<file path="config.mk">
export PLATFORM = sky130hd
export DESIGN_NAME = hex_seg_scan
export DESIGN_NICKNAME = d
export VERILOG_FILES = /design/src/rtl/hex_seg_scan.sv
export SDC_FILE = /design/constraint.sdc
export NUM_CORES = 1
export LEC_CHECK = 0
export CAP_MARGIN = 30
export CORE_UTILIZATION = 55
export DETAILED_ROUTE_END_ITERATION = 8
export GPL_ROUTABILITY_DRIVEN = 0
export PLACE_DENSITY_LB_ADDON = 0.08
export SYNTH_ARGS = -nofsm -noshare
export SYNTH_HDL_FRONTEND = slang
export SYNTH_SLANG_ARGS = --single-unit
export TNS_END_PERCENT = 50
</file>
<file path="constraint.sdc">
create_clock -name clk -period 2.19 [get_ports clk]
set_input_delay 0.438 -clock clk [delete_from_list [all_inputs] [get_ports clk]]
set_output_delay 0.438 -clock clk [all_outputs]
set_load 0.005 [all_outputs]
</file>
<file path="src/rtl/hex_seg_scan.sv">
`default_nettype none
// ============================================================================
// hex_seg_scan : NDIG-deep hex digit history driving a multiplexed 7-seg display
// Optional feature macro: LEADING_ZERO_BLANK_EN            Revision: 1.0
// ============================================================================
module hex_seg_scan #(
  parameter int NDIG     = 4,
  parameter int SCAN_DIV = 4
) (
  input  logic            clk,
  input  logic            res,
  input  logic            ld,
  input  logic [3:0]      d,
  output logic [6:0]      seg,
  output logic [NDIG-1:0] an
);

  localparam int PW = (SCAN_DIV > 1) ? $clog2(SCAN_DIV) : 1;
  localparam int IW = $clog2(NDIG);
  localparam logic [PW-1:0] c_PRESC_LAST = PW'(SCAN_DIV - 1);
  localparam logic [IW-1:0] c_IDX_LAST   = IW'(NDIG - 1);

  logic [3:0]      dig_q [NDIG];
  logic [3:0]      dig_d [NDIG];
  logic [NDIG-1:0] valid_q, valid_d;
  logic [PW-1:0]   presc_q, presc_d;
  logic [IW-1:0]   idx_q, idx_d;
  logic [6:0]      seg_q, seg_d;
  logic [NDIG-1:0] an_q, an_d;
  logic            presc_tc;
  logic [NDIG-1:0] blank;
  logic            upper_zero;

  function automatic logic [6:0] decode(input logic [3:0] v);
    case (v)
      4'h0: decode = 7'h3F;
      4'h1: decode = 7'h06;
      4'h2: decode = 7'h5B;
      4'h3: decode = 7'h4F;
      4'h4: decode = 7'h66;
      4'h5: decode = 7'h6D;
      4'h6: decode = 7'h7D;
      4'h7: decode = 7'h07;
      4'h8: decode = 7'h7F;
      4'h9: decode = 7'h6F;
      4'hA: decode = 7'h77;
      4'hB: decode = 7'h7C;
      4'hC: decode = 7'h39;
      4'hD: decode = 7'h5E;
      4'hE: decode = 7'h79;
      default: decode = 7'h71;
    endcase
  endfunction

  always_comb begin
    dig_d   = dig_q;
    valid_d = valid_q;
    if (ld) begin
      for (int i = NDIG - 1; i > 0; i--) begin
        dig_d[i] = dig_q[i-1];
      end
      dig_d[0] = d;
      valid_d  = {valid_q[NDIG-2:0], 1'b1};
    end

    presc_tc = (presc_q == c_PRESC_LAST);
    presc_d  = presc_tc ? '0 : presc_q + 1'b1;
    idx_d    = idx_q;
    if (presc_tc) begin
      idx_d = (idx_q == c_IDX_LAST) ? '0 : idx_q + 1'b1;
    end
  end

  // A digit is a leading zero when it and everything above it is zero or unloaded.
  always_comb begin
    blank      = '0;
    upper_zero = 1'b1;
`ifdef LEADING_ZERO_BLANK_EN
    for (int k = NDIG - 1; k >= 0; k--) begin
      if ((k > 0) && valid_q[k] && (dig_q[k] == 4'h0) && upper_zero) begin
        blank[k] = 1'b1;
      end
      upper_zero = upper_zero && (!valid_q[k] || (dig_q[k] == 4'h0));
    end
`endif
  end

  always_comb begin
    an_d  = NDIG'(1) << idx_q;
    seg_d = (valid_q[idx_q] && !blank[idx_q]) ? decode(dig_q[idx_q]) : 7'h00;
  end

  always_ff @(posedge clk or negedge res) begin
    if (!res) begin
      for (int i = 0; i < NDIG; i++) begin
        dig_q[i] <= 4'h0;
      end
      valid_q <= '0;
      presc_q <= '0;
      idx_q   <= '0;
      seg_q   <= 7'h00;
      an_q    <= '0;
    end else begin
      dig_q   <= dig_d;
      valid_q <= valid_d;
      presc_q <= presc_d;
      idx_q   <= idx_d;
      seg_q   <= seg_d;
      an_q    <= an_d;
    end
  end

  assign seg = seg_q;
  assign an  = an_q;

endmodule
`default_nettype wire

</file>
Word level (Yosys, flattened, before mapping)

Memories as Yosys holds them, arrays and structs flattened.
Cells that the tools add are included.

Register bits after elaboration: 35
ROM bits: 112
Input port bits: 7
Output and inout port bits: 11
Word-level logic and storage cells: 30
Memories: 1

Memory list:

| name            | words | width | rd ports | clocked after Yosys merged registers in | wr ports | RTL line | text |
|---|---|---|---|---|---|---|---|
| (no name shown) | 16    | 7     | 1        | 0                                       | 0        | 35       | `case (v)` |

$add $sub $neg: 2
Magnitude comparators: 2
Equal/unequal tests: 2
Shift operators: 1
Mux-type cells: 10
Bitwise gates (word level): 1
Reductions and logical operators: 2

Operator list:

| operator            | count |
|---|---|
| $bmux 4 s2          | 1 |
| $mux 4              | 2 |
| $mux 7              | 1 |
| $add 2x1->2 const B | 2 |
| $bmux 1 s2          | 2 |
| $eq 2x2->1 const B  | 2 |
| $mux 2              | 2 |
| $shl 1x2->4 const A | 1 |
| $ge 3x3->1 const B  | 1 |
| $lt 2x3->1 const B  | 1 |
| $not 2->3           | 1 |
| $mux 1              | 2 |
| $logic_and 1x1->1   | 1 |
| $logic_not 1->1     | 1 |

Longest topological paths before layout

An unclocked memory read counts as a cell.

Depth after elaboration: 6
Depth in mapped cells: 7
Gate-level depth less buffers: 6

Worst setup path before layout

Ideal clock, no wire load.

Path type: reg2reg
Start point: register idx_q[0]
End point: register seg_q[0], in the netlist seg[0]
Library setup time: 0.126 ns
Arrival time: 1.807 ns
Data required time: 2.064 ns
Slack: 0.257 ns
Stages on the path, launching flop included: 7
Buffers on the path: 1
Period minus slack after synthesis: 1.933 ns
Path through: dfrtp_1 buf_6 mux4_1 inv_1 ha_1 nor4bb_1 a311o_1

Cells in the longest elaborated chain, start to end: 6
Elaborated cells between the ends (all ways): 12
Those cells by class: mux (8); bitwise (1); reduce/logical (2); memory (1)

Ends and longest elaborated chain:

| what                                       | RTL line | text |
|---|---|---|
| from (decl)                                | 27       | `logic [IW-1:0] idx_q, idx_d;` |
| from (signal assigned)                     | 107      | `idx_q <= idx_d;` |
| $not 2->3 (not written as such)            | 90       | `seg_d = (valid_q[idx_q] && !blank[idx_q]) ? decode(dig_q[idx_q]) : 7'h00;` |
| $bmux 4 s2                                 | 90       |  |
| $mux 4 (not written as such) (2 in series) | 90       |  |
| $mem_v2 16x7                               | n/a      |  |
| $mux 7 *                                   | 90       |  |
| net seg_d[0]                               | 28       | `logic [6:0] seg_q, seg_d;` |
| to (signal assigned)                       | 108      | `seg_q <= seg_d;` |
| to (decl)                                  | 28       |  |

Mark *: on every way through the listed nets, which the timed path passes. The rest lies on a longest branch. The select of a mux whose other input is x is not followed.
A chain may end at the register's enable or synchronous reset.

Worst setup path after layout

Ends and elaborated chain as after synthesis.

==> impl_metrics.csv <==
group,metric,value,unit
hold_path,hold_end,"presc_q[0]",
route,wl_per_cell,15.65,um
power,irDropWorstVdd,510.7,uV
cts,htreeDepth,2,
final_layout,n_fill_cell,210,
global_routing,grt_pass1_vias,971,
cts,path_clk_slew,0.10,ns
global_routing,grtUsageMet2,0.3112,
synth,synth.distinct_cells,29,
run_status,violations,"design-rule violations",
sta,max_slew_margin,0.7098,
power,leakage,0.8275,nW
sta,slew_violations,0,
die,initial_core_util,0.5897,
hold_path,hold_start,"presc_q[0]",
cts,cts.path.max_buffers,2,
final_layout,syn_to_final_growth,16.72,%
synth,netlist_area,0.001654,mm2
route,via_per_inst,5.622,
route,drt_wl_total,2567,um
global_routing,grt-ovfl-total,0,
synth,synth-seq-area-share,0.5295,
worst_setup_path,cp_max_fo,6,
die,fp.coreArea,0.002805,mm2
global_routing,groute.usage.overall,0.1878,
die,num_rows,19,
synth,syn-num-nets,128,
hold_path,hold_class,"flip-flop to flip-flop",
route,drc,5,
sta,worst_slew_pin_slew,0.4354,ns
worst_setup_path,crit_required,2.42,ns
run_status,status,"finished, violations left",
final_layout,fin_nets,150,
placed_design,dpl_cell_area,0.001844,mm2
synth,synthCells,110,
worst_setup_path,end_kind,"flip-flop",
route,ant_nets,0,
global_routing,antenna_found_initial,0,
die,die_h,56.84,um
die,ios,18,
placed_design,io_buffers,17,
hold_path,whs_path_depth,1,
final_layout,final_util,0.6882,
final_layout,seqCellArea,875.8,um2
final_layout,multiInputGateArea,714.4,um2
final_layout,stdcell_area,0.001931,mm2
cts,cts_tree,"built",
cts,cts_resized,0,
final_layout,layout.cells.most_common,"dfrtp_1",
sta,fin_crit_sh,0.9206,
global_routing,grt_use_met3,0.04839,
sta,clock_skew,0.007813,ns
final_layout,layout_common_cells,"dfrtp_1 (35), mux2_2 (21), clkdlybuf4s50_1 (17)",
worst_setup_path,ff2ff_path_depth,5,
cts,cts_buffers,5,
die,fp.dieW,56.84,um
final_layout,drive_gt1_frac,0.3083,
die,die_area,0.003231,mm2
route,vias,922,
sta,max_freq,496.0,MHz
route,dr.pass1.iters,6,
worst_setup_path,reg2reg_from,"idx_q[0]",
synth,avgSynthCellArea,15.04,um2
sta,grt_setup_unrepaired,"false",
cts,clock-sinks,35,
synth,yosysWarnings,0,
cts,cts_root_buf,"clkbuf_4",
placed_design,pre_cts_slack,0.1582,ns
sta,hold_violations,0,
worst_setup_path,cp-start-kind,"flip-flop",
worst_setup_path,reg2reg_to,"seg[0]",
job,max_cap_viol_count,0,
sta,worst_slack,0.1739,ns
global_routing,grt_pass1_wl,4485,um
global_routing,grt_max_degree,36,
worst_setup_path,r2r_slack,0.17,ns
worst_setup_path,path_class,"flip-flop to flip-flop",
global_routing,use_met1,0.2321,
cts,ctsHoldBuffers,0,
cts,post_cts_buffers,0,
synth,synth-seq-cells,35,
power,p_total,1.489,mW
placed_design,dp_hpwl,1786,um
route,first_iter_violations,15,
cts,clkLatencyLatePin,0.33,ns
worst_setup_path,crit_arrival,2.24,ns
global_routing,grt-busiest-layer,"met2",
sta,fin_setup_tns,0,ns
sta,min_period,2.016,ns
sta,setup_viol,0,
power,cellPowerDensity,771.1,mW/mm2
final_layout,n_antenna_cell,0,
## where the power goes
part	leakage [nW]	switching [mW]	internal, mW
Sequential	0.400	0.0404	0.719
Clock	0.0482	0.210	0.270
Combinational	0.379	0.0966	0.152
Total	0.828	0.347	1.14
## synthesized netlist by cell type
library cell / number / area [um2]
a21oi_1: 2 / 10.01
a221oi_2: 1 / 15.01
a311o_1: 1 / 10.01
a311oi_1: 1 / 8.760
and4bb_2: 1 / 12.51
buf_6: 3 / 33.78
clkbuf_1: 2 / 7.510
dfrtp_1: 35 / 875.8
ha_1: 11 / 137.6
inv_1: 6 / 22.52
mux2_2: 21 / 236.5
mux2_4: 2 / 30.03
mux2i_1: 2 / 20.02
mux4_1: 2 / 52.55
mux4_2: 3 / 67.56
nand2_1: 2 / 7.510
nand2b_1: 1 / 6.260
nand3b_1: 1 / 7.510
nor2_1: 1 / 3.750
nor2b_1: 1 / 6.260
nor3b_1: 1 / 7.510
nor4bb_1: 1 / 10.01
o21ai_0: 2 / 10.01
o221a_2: 1 / 11.26
o22ai_1: 1 / 6.260
o31ai_1: 2 / 15.01
or2_2: 1 / 6.260
or2b_1: 1 / 7.510
xnor2_1: 1 / 8.760
## routing by layer
metal,wire [um],up-vias,part of all wire
met3,102,4,0.040
met2,1292,19,0.50
met4,25,0,0.0097
li1,-,444,-
met5,0,-,0
met1,1146,455,0.45
## through the flow
stage,std cells,hold slack (ns)
CTS,164,0.4463
global placement,156,0.4167
floorplan,110,0.1424
global route,164,0.4551
detailed placement,156,0.4312
finish,164,0.4418
## sequential cells by signal (all words and copies together), names as in the netlist
name / cells
dig_q: 16
seg: 7
an: 4
valid_q: 4
idx_q: 2
presc_q: 2
## final cells by class
type,count,area share
inverter,6,0.01167
multi-input combinational,64,0.3701
clock inverter,2,0.01815
timing repair buffer,20,0.09981
tap,31,0.02009
sequential,35,0.4537
clock buffer,6,0.02657
## kinds of logic after synthesis
kind of cell / count (synthesis) / share of synthesized area
muxes: 30 / 0.2458
buffers and inverters: 11 / 0.03858
and+or+nand+nor: 11 / 0.04540
DFF: 35 / 0.5295
adders and majority gates: 11 / 0.08321
xor gates and xnor gates: 1 / 0.005296
AOI/OAI and AO/OA: 11 / 0.05219
## worst max-delay path by stage
stage / slack [ns] / depth (start not counted) / to / startpoint
detailed placement: 0.16 / 5 / seg[0] / idx_q[0]
CTS: 0.17 / 5 / seg[0] / idx_q[0]
global route: 0.03 / 5 / seg[0] / idx_q[0]
global placement: 0.23 / 5 / seg[0] / idx_q[0]
floorplan: 0.26 / 6 / seg[0] / idx_q[0]
finish: 0.17 / 5 / seg[0] / idx_q[0]
## critical path, stage by stage, from the launching register on
cell      delay, ns
dfrtp_1        0.46
mux4_1         0.71
inv_1          0.16
ha_1           0.20
nor4bb_1       0.06
a311o_1        0.32
Power figures use the tool's default switching activity.
